<file path="src/rtl/rx_frame_pkg.sv">
// Shared state encoding, error codes and default framing constants for the
// receive frame controller.
package rx_frame_pkg;

  typedef enum logic [2:0] {
    IDLE     = 3'b000,
    LENGTH   = 3'b001,
    PAYLOAD  = 3'b010,
    CHECKSUM = 3'b011,
    DONE     = 3'b100,
    ERROR    = 3'b101
  } state_e;

  localparam logic [1:0] ERR_PARITY  = 2'b00;
  localparam logic [1:0] ERR_LEN     = 2'b01;
  localparam logic [1:0] ERR_CHK     = 2'b10;
  localparam logic [1:0] ERR_TIMEOUT = 2'b11;

  localparam logic [7:0] HEADER_DEFAULT = 8'h7E;

endpackage

</file>
<file path="src/rtl/rx_frame_timer.sv">
// Inter-byte watchdog: counts while enabled and flags expiry once the count
// sits at TIMEOUT_TICKS-1; clear has priority over counting.
module rx_frame_timer #(
  parameter int TIMEOUT_TICKS = 50000
) (
  input  logic clock,
  input  logic reset,
  input  logic clear,
  input  logic enable,
  output logic expired
);

  localparam int             CW   = $clog2(TIMEOUT_TICKS);
  localparam logic [CW-1:0]  LAST = CW'(TIMEOUT_TICKS - 1);

  logic [CW-1:0] count_q, count_d;

  always_comb begin
    count_d = count_q;
    if (clear) begin
      count_d = '0;
    end else if (enable && (count_q != LAST)) begin
      count_d = count_q + 1'b1;
    end
  end

  always_ff @(posedge clock or posedge reset) begin
    if (reset) begin
      count_q <= '0;
    end else begin
      count_q <= count_d;
    end
  end

  assign expired = enable && (count_q == LAST);

endmodule

</file>
<file path="src/rtl/rx_frame_ctrl.sv">
// Frame assembler above the serial receiver: HEADER, LEN, payload, XOR checksum.
// Streams payload into an external buffer and offers good frames via valid/ack.
module rx_frame_ctrl
  import rx_frame_pkg::*;
#(
  parameter int         MAX_LEN       = 8,
  parameter logic [7:0] HEADER        = HEADER_DEFAULT,
  parameter int         TIMEOUT_TICKS = 50000
) (
  input  logic                       clock,
  input  logic                       reset,
  input  logic                       byte_valid,
  input  logic [7:0]                 byte_data,
  input  logic                       parity_ok,
  input  logic                       frame_ack,
  output logic                       frame_valid,
  output logic [3:0]                 frame_len,
  output logic                       buf_wr_en,
  output logic [$clog2(MAX_LEN)-1:0] buf_wr_addr,
  output logic [7:0]                 buf_wr_data,
  output logic                       frame_error,
  output logic [1:0]                 error_code,
  output logic                       busy,
  output logic [2:0]                 db_estado
);

  localparam int         AW        = $clog2(MAX_LEN);
  localparam logic [7:0] MAX_LEN_B = 8'(MAX_LEN);

  state_e        state_q, state_d;
  logic [AW-1:0] idx_q, idx_d;
  logic [7:0]    len_q, len_d;
  logic [7:0]    chk_q, chk_d;
  logic [1:0]    err_q, err_d;
  logic          wr_en_q, wr_en_d;
  logic [AW-1:0] wr_addr_q, wr_addr_d;
  logic [7:0]    wr_data_q, wr_data_d;
  logic          frame_valid_q, frame_error_q, busy_q;
  logic [3:0]    frame_len_q;
  logic          timer_en, timer_clr, expired, last_byte;

  assign timer_en  = (state_q == LENGTH) || (state_q == PAYLOAD) || (state_q == CHECKSUM);
  assign timer_clr = byte_valid || !timer_en;
  assign last_byte = ({{(8-AW){1'b0}}, idx_q} == (len_q - 8'd1));

  rx_frame_timer #(
    .TIMEOUT_TICKS (TIMEOUT_TICKS)
  ) u_timer (
    .clock   (clock),
    .reset   (reset),
    .clear   (timer_clr),
    .enable  (timer_en),
    .expired (expired)
  );

  always_comb begin
    state_d   = state_q;
    idx_d     = idx_q;
    len_d     = len_q;
    chk_d     = chk_q;
    err_d     = err_q;
    wr_en_d   = 1'b0;
    wr_addr_d = wr_addr_q;
    wr_data_d = wr_data_q;
    case (state_q)
      IDLE: begin
        if (byte_valid && parity_ok && (byte_data == HEADER)) state_d = LENGTH;
      end
      LENGTH: begin
        if (byte_valid) begin
          if (!parity_ok) begin
            state_d = ERROR;
            err_d   = ERR_PARITY;
          end else if ((byte_data == 8'h00) || (byte_data > MAX_LEN_B)) begin
            state_d = ERROR;
            err_d   = ERR_LEN;
          end else begin
            len_d   = byte_data;
            chk_d   = byte_data;
            idx_d   = '0;
            state_d = PAYLOAD;
          end
        end else if (expired) begin
          state_d = ERROR;
          err_d   = ERR_TIMEOUT;
        end
      end
      PAYLOAD: begin
        if (byte_valid) begin
          if (!parity_ok) begin
            state_d = ERROR;
            err_d   = ERR_PARITY;
          end else begin
            wr_en_d   = 1'b1;
            wr_addr_d = idx_q;
            wr_data_d = byte_data;
            chk_d     = chk_q ^ byte_data;
            idx_d     = idx_q + 1'b1;
            if (last_byte) state_d = CHECKSUM;
          end
        end else if (expired) begin
          state_d = ERROR;
          err_d   = ERR_TIMEOUT;
        end
      end
      CHECKSUM: begin
        if (byte_valid) begin
          if (!parity_ok) begin
            state_d = ERROR;
            err_d   = ERR_PARITY;
          end else if (byte_data != chk_q) begin
            state_d = ERROR;
            err_d   = ERR_CHK;
          end else begin
            state_d = DONE;
          end
        end else if (expired) begin
          state_d = ERROR;
          err_d   = ERR_TIMEOUT;
        end
      end
      // Bytes seen while a frame is parked are dropped; only ack moves on.
      DONE:    if (frame_ack) state_d = IDLE;
      ERROR:   state_d = IDLE;
      default: state_d = IDLE;
    endcase
  end

  // Outputs are derived from next-state so they line up with the state register.
  always_ff @(posedge clock or posedge reset) begin
    if (reset) begin
      state_q       <= IDLE;
      idx_q         <= '0;
      len_q         <= '0;
      chk_q         <= '0;
      err_q         <= '0;
      wr_en_q       <= 1'b0;
      wr_addr_q     <= '0;
      wr_data_q     <= '0;
      frame_valid_q <= 1'b0;
      frame_len_q   <= '0;
      frame_error_q <= 1'b0;
      busy_q        <= 1'b0;
    end else begin
      state_q       <= state_d;
      idx_q         <= idx_d;
      len_q         <= len_d;
      chk_q         <= chk_d;
      err_q         <= err_d;
      wr_en_q       <= wr_en_d;
      wr_addr_q     <= wr_addr_d;
      wr_data_q     <= wr_data_d;
      frame_valid_q <= (state_d == DONE);
      frame_len_q   <= (state_d == DONE) ? len_d[3:0] : 4'd0;
      frame_error_q <= (state_d == ERROR);
      busy_q        <= (state_d != IDLE);
    end
  end

  assign frame_valid = frame_valid_q;
  assign frame_len   = frame_len_q;
  assign buf_wr_en   = wr_en_q;
  assign buf_wr_addr = wr_addr_q;
  assign buf_wr_data = wr_data_q;
  assign frame_error = frame_error_q;
  assign error_code  = err_q;
  assign busy        = busy_q;
  assign db_estado   = state_q;

endmodule
</file>
<file path="config.mk">
export PLATFORM = sky130hd
export DESIGN_NAME = rx_frame_ctrl
export DESIGN_NICKNAME = d
export VERILOG_FILES = /design/src/rtl/rx_frame_pkg.sv /design/src/rtl/rx_frame_timer.sv /design/src/rtl/rx_frame_ctrl.sv
export SDC_FILE = /design/constraint.sdc
export NUM_CORES = 1
export LEC_CHECK = 0
export BUFFER_PORTS_ARGS = -buffer_cell sky130_fd_sc_hd__buf_2
export CAP_MARGIN = 0
export CORE_ASPECT_RATIO = 0.75
export CORE_MARGIN = 10
export CORE_UTILIZATION = 38
export CTS_CLUSTER_SIZE = 24
export DETAILED_ROUTE_END_ITERATION = 7
export GPL_TIMING_DRIVEN = 1
export PLACE_DENSITY = 0.54
export SETUP_SLACK_MARGIN = 0.4
export SLEW_MARGIN = 20
export SYNTH_ARGS = -nofsm -noshare
export SYNTH_HDL_FRONTEND = slang
export SYNTH_SLANG_ARGS = --single-unit
</file>
<file path="constraint.sdc">
create_clock -name clock -period 5.15 [get_ports clock]
set_input_delay 0.515 -clock clock [delete_from_list [all_inputs] [get_ports clock]]
set_output_delay 0.515 -clock clock [all_outputs]
set_load 0.1 [all_outputs]
</file>
==> metrics.csv <==
metric;value;unit
power.total;1.46;mW
seq_area_frac_synth;50.9;%
antenna_found_initial;0;
p_leak;1.60;nW
synth_xor_area_share;8.46;%
synth_cell_types;46;
status;finished clean;
die_area;11600;µm²
hp-class;primary input to asynchronous set/reset pin;
overflow;0;
synthMuxAreaShare;2.07;%
placed_cell_area;3140;µm²
synthSimpleGateAreaFrac;23.6;%
cts_buffer_depth;2;
grt_pass1_wl;11.2;mm
drt_first_iter_violations;141;
vias;2155;
synthArstFlopShare;100;%
max_cap_viol_count;0;
synth_fa_ha_area_share;1.30;%
final_cell_mix;dfrtp_1 (59), nand2_1 (52), buf_2 (36);
drtAntennaViolNets;0;
synth_top_family_by_area;simple AND/OR/NAND/NOR gates;
post_cts_resized;0;
initial_utilization;39.3;%
setup_violations;0;
syn_nets;316;
path_class;primary input to register;
numCtsBuffers;9;
antenna_cells;0;
cts_max_level;3;
tns;0;ps
placed_cells;425;
finalMaxSlewViolations;0;
drc_errors;0;
grt_max_degree;60;
drt_first_pass_iters;4;
die_w;121;µm
synth_edf_count;0;
groute.usage.overall;12.3;%
multiInputGateArea;1290;µm²
post_drt_wl_per_cell;15.1;µm
clock_tree.root_cell;clkbuf_8;
crit_path_max_fanout;23;
crit_required;5370;ps
seqCellArea;1480;µm²
worstSkewPairLatency;330;ps
fin_ws;2790;ps
start_kind;primary input;
area_growth;15.1;%
hold_violations;0;
slowest_delay;680;ps
max_clock_freq;423;MHz
nets;351;
timing.final.crit_share;45.9;%
io_buffers;36;
num_rows;27;
max_slew_margin;44.0;%
min_period;2360;ps
finalClockSkew;5.08;ps
crit_top_cell;or4_1;
clkTransAtPathRegs;60;ps
synth_area;2900;µm²
holdBufCountCts;0;
num_io_pins;37;
arrival;2580;ps
cts_setup_buffers;0;
routabilityCongestion;0.793;
fillCellCount;750;
instances_no_fill;441;
grt_pass1_vias;2103;
cp-end-kind;register;
grt_setup_unrepaired;false;
synthesis.instances;300;
cts.sink_count;59;
avgSynthCellArea;9.66;µm²
routed_wl;6.65;mm
worst_pin_slew;840;ps
yosysWarnings;0;
synth_ff_type;dfrtp_1;
dp_hpwl;4.82;mm
die_h;95.6;µm
drive_above_1_share;18.5;%
ys_ff_latch;59;
powerDensity;439;nW/µm²
final_common_cell;dfrtp_1;
irDropWorstVdd;278;µV
path_cells;buf_2, or4_1, nand4_2, or4_1, mux2_4, and3_1;
cp_slowest_cell;or4_1;
fp.coreArea;7360;µm²
synth_compound_gate_area_share;9.20;%
viasPerCell;4.89;
cts_tree;yes;
final_area;3330;µm²
dp_slack;2440;ps
final timing paths:
check / cells after the start / start / slack, ps / endpoint
min reg2reg: 2 / buf_wr_addr[0] / 470 / buf_wr_addr[0]
max reg2reg: 4 / db_estado[0] / 2820 / frame_len[0]
max in group asynchronous: 3 / reset / 4260 / u_timer.count_q[4]
min in group clock: 2 / byte_valid / 450 / u_timer.count_q[1]
min: 3 / reset / 380 / buf_wr_data[4]
max: 6 / byte_data[0] / 2790 / frame_len[0]
metrics by stage:
| step | hold WS [ps] | util, % |
|---|---|---|
| global placement | 453 | 42.6 |
| floorplan | 448 | - |
| finish | 379 | 45.3 |
| detailed placement | 457 | 42.6 |
| global route | 449 | 45.3 |
| CTS | 414 | 45.3 |
critical path: cells and delay by family:
kind	cells	cell delay (ps)
buffers and inverters	1	160
and+or+nand+nor	4	1540
muxes	1	360
routing by layer:
metal / global-route usage (%) / wire [µm]
met1: 18.3 / 3730
met2: 15.5 / 2510
met3: 4.55 / 376
met4: 4.51 / 38
met5: 0 / 0
sequential cells by signal, indices dropped and copies added, names as in the netlist:
name             count
buf_wr_en            1
len_q                8
frame_valid          1
buf_wr_data          8
db_estado            3
frame_error          1
chk_q                8
error_code           2
idx_q                3
buf_wr_addr          3
busy                 1
frame_len            4
u_timer.count_q     16
layout make-up:
cell class,count,area share (%)
Clock buffer,11,4.24
Inverter,15,1.69
Multi-Input combinational cell,213,38.8
Clock inverter,5,1.58
Tap cell,101,3.79
Sequential cell,59,44.3
Timing Repair Buffer,37,5.63
cells in the mapped netlist (3+ instances only):
| cell type | n | area share (%) |
|---|---|---|
| nand3_1 | 16 | 2.8 |
| nor3_1 | 5 | 0.86 |
| xnor2_1 | 18 | 5.4 |
| and3_1 | 5 | 1.1 |
| buf_2 | 6 | 1.0 |
| nand4_1 | 5 | 1.1 |
| a21oi_1 | 11 | 1.9 |
| and3b_1 | 3 | 0.91 |
| inv_1 | 13 | 1.7 |
| and2_1 | 6 | 1.3 |
| nor2_1 | 21 | 2.7 |
| o21ai_1 | 5 | 0.86 |
| nand2b_1 | 4 | 0.86 |
| ha_1 | 3 | 1.3 |
| clkbuf_1 | 4 | 0.52 |
| mux2_4 | 4 | 2.1 |
| xor2_1 | 10 | 3.0 |
| dfrtp_1 | 59 | 51 |
| or3_1 | 4 | 0.86 |
| o21ai_0 | 10 | 1.7 |
| nand2_1 | 52 | 6.7 |
cell families after synthesis:
logic type      after synthesis
simple gates                137
flops                        59
compound gates               41
xor+xnor                     28
buf+inv                      28
mux                           4
fa+ha+maj                     3
report_power, final:
group          internal (mW)  switching [mW]  total (mW)
sequential             0.526          0.0484       0.574
combinational         0.0899           0.387       0.477
clock                  0.234           0.178       0.412
Power figures use the tool's default switching activity.
